--- src/rtl/pipeline_hazard_ctrl.sv ---
// Stall/bubble sequencer for the five-stage pipeline: load-use, branch flush,
// fetch wait and multi-cycle data-memory handshake with timeout, plus a stall counter.
module pipeline_hazard_ctrl #(
    parameter int MEM_TIMEOUT = 64,
    parameter int CNT_WIDTH   = 32
) (
    input  logic                 clk,
    input  logic                 rst_n,
    input  logic [4:0]           rs1_id,
    input  logic [4:0]           rs2_id,
    input  logic [4:0]           rd_ex,
    input  logic                 mem_read_ex,
    input  logic                 branch_taken_ex,
    input  logic                 mem_read_mem,
    input  logic                 mem_write_mem,
    input  logic                 imem_ready,
    input  logic                 dmem_ready,
    output logic                 dmem_req,
    output logic                 stall_if,
    output logic                 stall_id,
    output logic                 bubble_id,
    output logic                 stall_ex,
    output logic                 bubble_ex,
    output logic                 stall_mem,
    output logic                 bubble_mem,
    output logic                 stall_wb,
    output logic                 bubble_wb,
    output logic                 mem_err,
    output logic [CNT_WIDTH-1:0] stall_cycles
);

    localparam int WCW = (MEM_TIMEOUT > 1) ? $clog2(MEM_TIMEOUT) : 1;
    localparam logic [WCW-1:0] WAIT_LAST = WCW'(MEM_TIMEOUT - 1);

    typedef enum logic [1:0] {
        S_IDLE = 2'd0,
        S_WAIT = 2'd1,
        S_ERR  = 2'd2
    } state_t;

    state_t               state_reg, state_next;
    logic [WCW-1:0]       wait_cnt_reg, wait_cnt_next;
    logic                 mem_err_reg, mem_err_next;
    logic [CNT_WIDTH-1:0] stall_cycles_reg, stall_cycles_next;

    logic mem_acc;
    logic mem_wait;
    logic load_use;

    assign mem_acc  = mem_read_mem | mem_write_mem;
    assign mem_wait = ((state_reg == S_IDLE) & mem_acc & ~dmem_ready) |
                      ((state_reg == S_WAIT) & ~dmem_ready);
    assign load_use = mem_read_ex & (rd_ex != 5'd0) &
                      ((rd_ex == rs1_id) | (rd_ex == rs2_id));

    always_ff @(posedge clk) begin
        if (!rst_n) begin
            state_reg        <= S_IDLE;
            wait_cnt_reg     <= '0;
            mem_err_reg      <= 1'b0;
            stall_cycles_reg <= '0;
        end else begin
            state_reg        <= state_next;
            wait_cnt_reg     <= wait_cnt_next;
            mem_err_reg      <= mem_err_next;
            stall_cycles_reg <= stall_cycles_next;
        end
    end

    // Next-state logic; dmem_ready wins over the timeout in the same cycle.
    always_comb begin
        state_next    = state_reg;
        wait_cnt_next = wait_cnt_reg;
        mem_err_next  = mem_err_reg;
        case (state_reg)
            S_IDLE: begin
                if (mem_acc && !dmem_ready) begin
                    state_next    = S_WAIT;
                    wait_cnt_next = '0;
                end
            end
            S_WAIT: begin
                wait_cnt_next = wait_cnt_reg + WCW'(1);
                if (dmem_ready) begin
                    state_next = S_IDLE;
                end else if (wait_cnt_reg == WAIT_LAST) begin
                    state_next   = S_ERR;
                    mem_err_next = 1'b1;
                end
            end
            S_ERR: begin
                state_next = S_ERR;
            end
            default: begin
                state_next = S_IDLE;
            end
        endcase
    end

    always_comb begin
        stall_cycles_next = stall_cycles_reg;
        if (stall_if && (stall_cycles_reg != {CNT_WIDTH{1'b1}})) begin
            stall_cycles_next = stall_cycles_reg + CNT_WIDTH'(1);
        end
    end

    // Pipeline control, highest priority first.
    always_comb begin
        dmem_req   = 1'b0;
        stall_if   = 1'b0;
        stall_id   = 1'b0;
        bubble_id  = 1'b0;
        stall_ex   = 1'b0;
        bubble_ex  = 1'b0;
        stall_mem  = 1'b0;
        bubble_mem = 1'b0;
        stall_wb   = 1'b0;
        bubble_wb  = 1'b0;
        if (!rst_n) begin
            bubble_id  = 1'b1;
            bubble_ex  = 1'b1;
            bubble_mem = 1'b1;
            bubble_wb  = 1'b1;
        end else if (state_reg == S_ERR) begin
            stall_if  = 1'b1;
            stall_id  = 1'b1;
            stall_ex  = 1'b1;
            stall_mem = 1'b1;
            bubble_wb = 1'b1;
        end else begin
            dmem_req = (state_reg == S_WAIT) | mem_acc;
            if (mem_wait) begin
                // Freeze everything upstream of WB; WB gets a bubble so it never retires twice.
                stall_if  = 1'b1;
                stall_id  = 1'b1;
                stall_ex  = 1'b1;
                stall_mem = 1'b1;
                bubble_wb = 1'b1;
            end else if (branch_taken_ex) begin
                bubble_id = 1'b1;
                bubble_ex = 1'b1;
            end else if (load_use) begin
                stall_if  = 1'b1;
                stall_id  = 1'b1;
                bubble_ex = 1'b1;
            end else if (!imem_ready) begin
                stall_if  = 1'b1;
                bubble_id = 1'b1;
            end
        end
    end

    assign mem_err      = mem_err_reg;
    assign stall_cycles = stall_cycles_reg;

endmodule

--- config.mk ---
export PLATFORM = sky130hd
export DESIGN_NAME = pipeline_hazard_ctrl
export DESIGN_NICKNAME = d
export VERILOG_FILES = /design/src/rtl/pipeline_hazard_ctrl.sv
export SDC_FILE = /design/constraint.sdc
export NUM_CORES = 1
export LEC_CHECK = 0
export BUFFER_PORTS_ARGS = -buffer_cell sky130_fd_sc_hd__buf_2
export CORE_MARGIN = 4
export CORE_UTILIZATION = 50
export DETAILED_ROUTE_END_ITERATION = 8
export PLACE_DENSITY = 0.88
export SLEW_MARGIN = 10
export SYNTH_ARGS = -nofsm -noshare
export SYNTH_HDL_FRONTEND = slang
export SYNTH_SLANG_ARGS = --single-unit
--- constraint.sdc ---
create_clock -name clk -period 2.6 [get_ports clk]
set_input_delay 0 -clock clk [delete_from_list [all_inputs] [get_ports clk]]
set_output_delay 0 -clock clk [all_outputs]
set_load 0.05 [all_outputs]
==> results of run 1 <==
## cell usage after synthesis, types with 5 or more instances
| cell type | n |
|---|---|
| dfxtp_1 | 41 |
| a21oi_1 | 27 |
| nand2_1 | 21 |
| o31ai_1 | 21 |
| or4_1 | 21 |
| nand3_1 | 16 |
| nor2_1 | 15 |
| xor2_1 | 12 |
| mux2i_1 | 9 |
| nand4_1 | 9 |
| and3_1 | 8 |
| and4_1 | 7 |
| nor3_1 | 7 |
| clkbuf_1 | 6 |
| a22oi_1 | 5 |
| buf_2 | 5 |
| buf_6 | 5 |
## final cells by class
| type | count | area [um^2] | share of cell area, % |
|---|---|---|---|
| sequential | 41 | 821 | 30.3 |
| tap | 52 | 65.1 | 2.40 |
| timing repair buffer | 68 | 363 | 13.4 |
| multi-input combinational | 215 | 1370 | 50.5 |
| clock inverter | 2 | 10.0 | 0.369 |
| clock buffer | 6 | 72.6 | 2.68 |
| inverter | 3 | 11.3 | 0.415 |
## cell families after synthesis
kind of cell	Yosys count	share of synthesized area, %
simple gates	125	31.0
compound gates	64	17.4
flops	41	35.2
buf+inv	23	6.06
xor+xnor	14	5.26
mux	9	3.86
fa+ha+maj	2	1.07
other cells	1	0.161
## metal layers
metal / vias up / wire, um / share of wire, %
li1: 1165 / - / -
met1: 1089 / 2390 / 44
met2: 83 / 2500 / 46
met3: 10 / 409 / 7.5
met4: 0 / 133 / 2.5
met5: - / 0 / 0
## path summary, 6_finish.rpt
kind	end	slack (ns)	depth (start not counted)
hold reg to reg	mem_err	0.47	1
setup reg to reg	stall_cycles[9]	0.39	7
hold / removal	wait_cnt_reg[5]	0.04	3
setup / recovery	stall_if	0.28	6
## worst reg2reg max path, cell delays in order (launching register included)
cell and delay, ns:
dfxtp_1 0.36, or3_1 0.42, a21oi_1 0.29, o22a_1 0.20, o21a_2 0.37, inv_2 0.14
and4_1 0.22, mux2i_1 0.11
## metrics by stage
stage                     cell area (um^2)  utilization, %
after floorplan                       2330               -
after global placement                2630            59.1
after detailed placement              2630            59.1
after CTS                             2710            61.0
after global routing                  2710            61.0
final                                 2710            61.0
## power groups by stage
stage	clock network (mW)	registers, mW	logic, mW
finish	0.409	0.642	0.177
global route	0.444	0.644	0.191
CTS	0.417	0.642	0.178
detailed placement	0	0.657	0.178
global placement	0	0.656	0.176
floorplan	0	0.671	0.111
==> out/results.tsv, run 1 <==
stage	metric	value	unit
outcome	status	completed	
setup_path	setup.worst_path.end_class	primary output	
drt	ant_nets	0	
setup_path	crit_family	compound AO/OA/AOI/OAI gates	
setup_path	startpoint	state_reg[0]	
clock_tree	clk_path_buf_depth	2	
placement	dpl_worst_slack	0.401	ns
global_routing	grt_max_degree	36	
global_routing	grt-busiest-layer	met2	
floorplan	start_util	52.4	%
clock_tree	clock_latency	0.30	ns
power	power_frac_seq	52.3	%
power	power.total	1.23	mW
floorplan	rows	24	
timing	period_share	89.1	%
synth	synth-edff-count	0	
clock_tree	cts_sinks	41	
synth	ys_warn_count	0	
synth	synthTopCellsByArea	dfxtp_1 (35%), o31ai_1 (6.8%), or4_1 (6.8%)	
layout	largest_register_ffs	32	
setup_path	critPathMaxFanout	18	
clock_tree	cts_buffers	5	
timing	min_period	2.32	ns
drt	dr.pass1.iters	4	
synth	ys_ff_latch	41	
clock_tree	htree_levels	2	
timing	fin_ws	0.284	ns
synth	synth_nets	304	
synth	ys.flop_type	dfxtp_1	
synth	yosys.area.top_type_share	35.2	%
power	switching_share	29.1	%
placement	io_buffers	64	
timing	tns	0	ns
timing	setup_violations	0	
timing	whs	0.0371	ns
setup_path	cp_num_buf_inv	2	
drt	wire_per_inst	14.0	um
synth	syn_area	0.00233	mm^2
timing	fmax	432	MHz
synth	syn_avg_cell_area	8.35	um^2
setup_path	critPathKind	flop to primary output	
placement	gp_congestion	0.817	
floorplan	fp.coreArea	0.00444	mm^2
synth	synth.distinct_cells	47	
layout	finalNonFillerCells	387	
drt	via_per_inst	6.06	
setup_path	worstPathArrival	2.32	ns
power	switchingPower	0.357	mW
layout	antenna_cells	0	
power	cellLeakagePower	1.08	nW
clock_tree	cts_hold_buffers	0	
power	power_frac_clock	33.3	%
timing	fin_skew	0.00830	ns
setup_path	cp.required	2.60	ns
synth	ys_seq_area_share	35.2	%
power	worst_ir_drop_vdd	253	uV
clock_tree	post_cts_resized	0	
timing	hold_viol	0	
synth	netlist_instances	279	
drt	wl	5430	um
power	intPower	0.871	mW
global_routing	use_met3	4.37	%
power	p_per_area	453	mW/mm^2
layout	area_growth	16.3	%
layout	drive_above_1_share	24.2	%
floorplan	dieWidth	76.3	um
clock_tree	tritoncts	yes	
setup_path	start_kind	flop	
layout	final_common_cell	buf_2	
global_routing	grt.met2_usage	32.0	%
layout	final_cell_mix	buf_2 (64), dfxtp_1 (41), a21oi_1 (27)	
layout	fillerInstances	406	
placement	dp.cells	379	
clock_tree	path_clk_slew	0.08	ns
timing	slew_violations	0	
floorplan	io_pins	66	
placement	place_hpwl	3790	um
floorplan	die_h	76.3	um
setup_path	slowest_delay	0.42	ns
clock_tree	clock_tree.root_cell	clkbuf_8	
power	comb_power_share	14.4	%
setup_path	crit_slowest_cell	or3_1	
timing	rsz0062_at_grt	false	
drt	drt_iter0_markers	220	
clock_tree	post_cts_buffers	0	
synth	async_flop_share	0	%
min_path	hold_class	primary input to flop	
drt	drcViolationCount	0	
global_routing	grt_pass1_wl	9380	um
layout	final_nets	359	
global_routing	globalRoute.totalOverflow	0	
flow_run	maxCapViolCount	0	
synth	yosysTopAreaCell	dfxtp_1	
min_path	holdCritStartpoint	dmem_ready	
drt	vias	2347	
setup_path	cp_cell_sequence	or3_1 -> a21oi_1 -> o22a_1 -> o21a_2 -> inv_2 -> buf_2	
global_routing	grt_use_met1	22.2	%
setup_path	timing.rr.start	state_reg[0]	
global_routing	antenna_found_initial	0	
global_routing	grt_pass1_vias	2149	
global_routing	grt_usage	19.4	%
floorplan	die_area	0.00582	mm^2
Power figures use the tool's default switching activity.
==> run 2, diff against run 1 <==
--- a/config.mk
+++ b/config.mk
@@ -11,2 +11,3 @@
 export DETAILED_ROUTE_END_ITERATION = 8
+export GPL_TIMING_DRIVEN = 0
 export PLACE_DENSITY = 0.88
==> constraint.sdc (replaced) <==
create_clock -name clk -period 2.6 [get_ports clk]
set_input_delay 0.13 -clock clk [delete_from_list [all_inputs] [get_ports clk]]
set_output_delay 0.13 -clock clk [all_outputs]
set_load 0.05 [all_outputs]
==> out/results.tsv, run 2 (same netlist as run 1, synthesis figures left out) <==
stage	metric	value	unit
setup_path	timing.rr.start	stall_cycles[0]	
layout	finalNonFillerCells	403	
layout	drive_above_1_share	25.6	%
setup_path	setup.worst_path.end_class	flop	
timing	tns	0	ns
setup_path	cp_cell_sequence	ha_1 -> and2_1 -> and4_4 -> buf_6 -> and4b_1 -> buf_6 -> buf_6 -> or4_1 -> a21oi_1	
setup_path	cp.required	2.82	ns
timing	slew_violations	0	
timing	period_share	88.8	%
clock_tree	htree_levels	2	
clock_tree	tritoncts	yes	
clock_tree	clock_tree.root_cell	clkbuf_8	
setup_path	rrSetupSlack	0.29	ns
timing	fmax	433	MHz
placement	gp_congestion	0.844	
min_path	hold_path_end	stall_cycles[7]	
layout	final_nets	375	
floorplan	start_util	52.4	%
setup_path	worstPathArrival	2.53	ns
layout	antenna_cells	0	
floorplan	dieWidth	76.3	um
global_routing	globalRoute.totalOverflow	0	
layout	final_cell_mix	buf_2 (69), dfxtp_1 (41), a21oi_1 (27)	
global_routing	antenna_found_initial	0	
floorplan	die_area	0.00582	mm^2
layout	largest_register_ffs	32	
clock_tree	cts_buffers	5	
timing	fin_skew	0.0100	ns
timing	fin_ws	0.291	ns
timing	hold_viol	0	
clock_tree	cts_hold_buffers	0	
global_routing	grt_usage	19.8	%
min_path	hold_depth	3	
floorplan	die_h	76.3	um
timing	min_period	2.31	ns
timing	setup_violations	0	
outcome	status	completed	
layout	utilization	63.0	%
floorplan	rows	24	
floorplan	fp.coreArea	0.00444	mm^2
setup_path	critPathKind	flop to flop	
drt	wl	5680	um
setup_path	critPathMaxFanout	10	
timing	rsz0062_at_grt	false	
drt	ant_nets	0	
placement	dp.cells	395	
setup_path	cpMostUsedCell	buf_6	
layout	final_common_cell	buf_2	
drt	wire_per_inst	14.1	um
layout	fillerInstances	385	
drt	drt_iter0_markers	201	
placement	io_buffers	64	
drt	via_per_inst	5.91	
layout	area_growth	20.1	%
flow_run	maxCapViolCount	0	
setup_path	reg2regPathDepth	9	
layout	stdcell_area	0.00280	mm^2
drt	vias	2383	
setup_path	start_kind	flop	
power	worst_ir_drop_vdd	390	uV
floorplan	io_pins	66	
min_path	hold_class	primary input to flop	
placement	placedInstanceArea	0.00272	mm^2
drt	dr.pass1.iters	4	
layout	seq_area	821	um^2
setup_path	reg2reg_to	stall_cycles[18]	
placement	dpl_worst_slack	0.320	ns
drt	drcViolationCount	0	
global_routing	grt_max_degree	13	
setup_path	slowest_delay	0.46	ns
power	cellLeakagePower	1.12	nW
clock_tree	post_cts_resized	0	
clock_tree	cts_sinks	41	
placement	place_hpwl	4170	um
clock_tree	clk_path_buf_depth	2	
layout	multi_input_area	0.00137	mm^2
clock_tree	path_clk_slew	0.08	ns
clock_tree	clock_latency	0.29	ns
min_path	holdCritStartpoint	rst_n	
global_routing	grt_pass1_wl	9850	um
power	p_per_area	440	mW/mm^2
clock_tree	post_cts_buffers	0	
setup_path	crit_slowest_cell	or4_1	
global_routing	grt_pass1_vias	2285	
[run 2: worst max-delay path by stage]
stage                         start          endpoint  slack (ns)
finish              stall_cycles[0]  stall_cycles[18]        0.29
global route        stall_cycles[0]   stall_cycles[1]        0.13
CTS                 stall_cycles[0]  stall_cycles[18]        0.29
detailed placement  stall_cycles[0]  stall_cycles[18]        0.32
global placement    stall_cycles[0]   stall_cycles[8]        0.36
floorplan              state_reg[0]         bubble_id        0.19
[run 2: layer usage]
layer | GRT usage [%] | share of wire, %
met2 | 35.2 | 47
met4 | 4.89 | 0.53
met5 | 0 | 0
met3 | 5.08 | 7.4
met1 | 23.7 | 45
[run 2: critical path: cells and delay by family, from the launching register on]
kind	cells	cell delay [ns]
flip-flops	1	0.38
adder cells (fa/ha/maj)	1	0.27
AO/OA/AOI/OAI	1	0.17
AND/OR/NAND/NOR	4	1.04
buffers and inverters	3	0.40
[run 2: per-stage QoR]
stage / hold WS [ns] / total power, mW
final: 0.151 / 1.23
after global routing: 0.147 / 1.28
after CTS: 0.146 / 1.24
after detailed placement: 0.452 / 0.841
after global placement: 0.444 / 0.837
after floorplan: 0.281 / 0.782
[run 2: layout make-up]
| class | instances | area share, % |
|---|---|---|
| well taps | 52 | 2.32 |
| clock inverters | 2 | 0.358 |
| inverters | 3 | 0.402 |
| plain buffers | 20 | 4.65 |
| repair buffers | 64 | 11.4 |
| clock buffers | 6 | 2.59 |
| multi-input cells | 215 | 48.9 |
| flip-flops and latches | 41 | 29.3 |
[run 2: power breakdown]
part | internal (mW) | switching, mW | leakage, nW
Combinational | 0.0536 | 0.128 | 0.749
Sequential | 0.634 | 0.00959 | 0.331
Clock | 0.186 | 0.221 | 0.0450
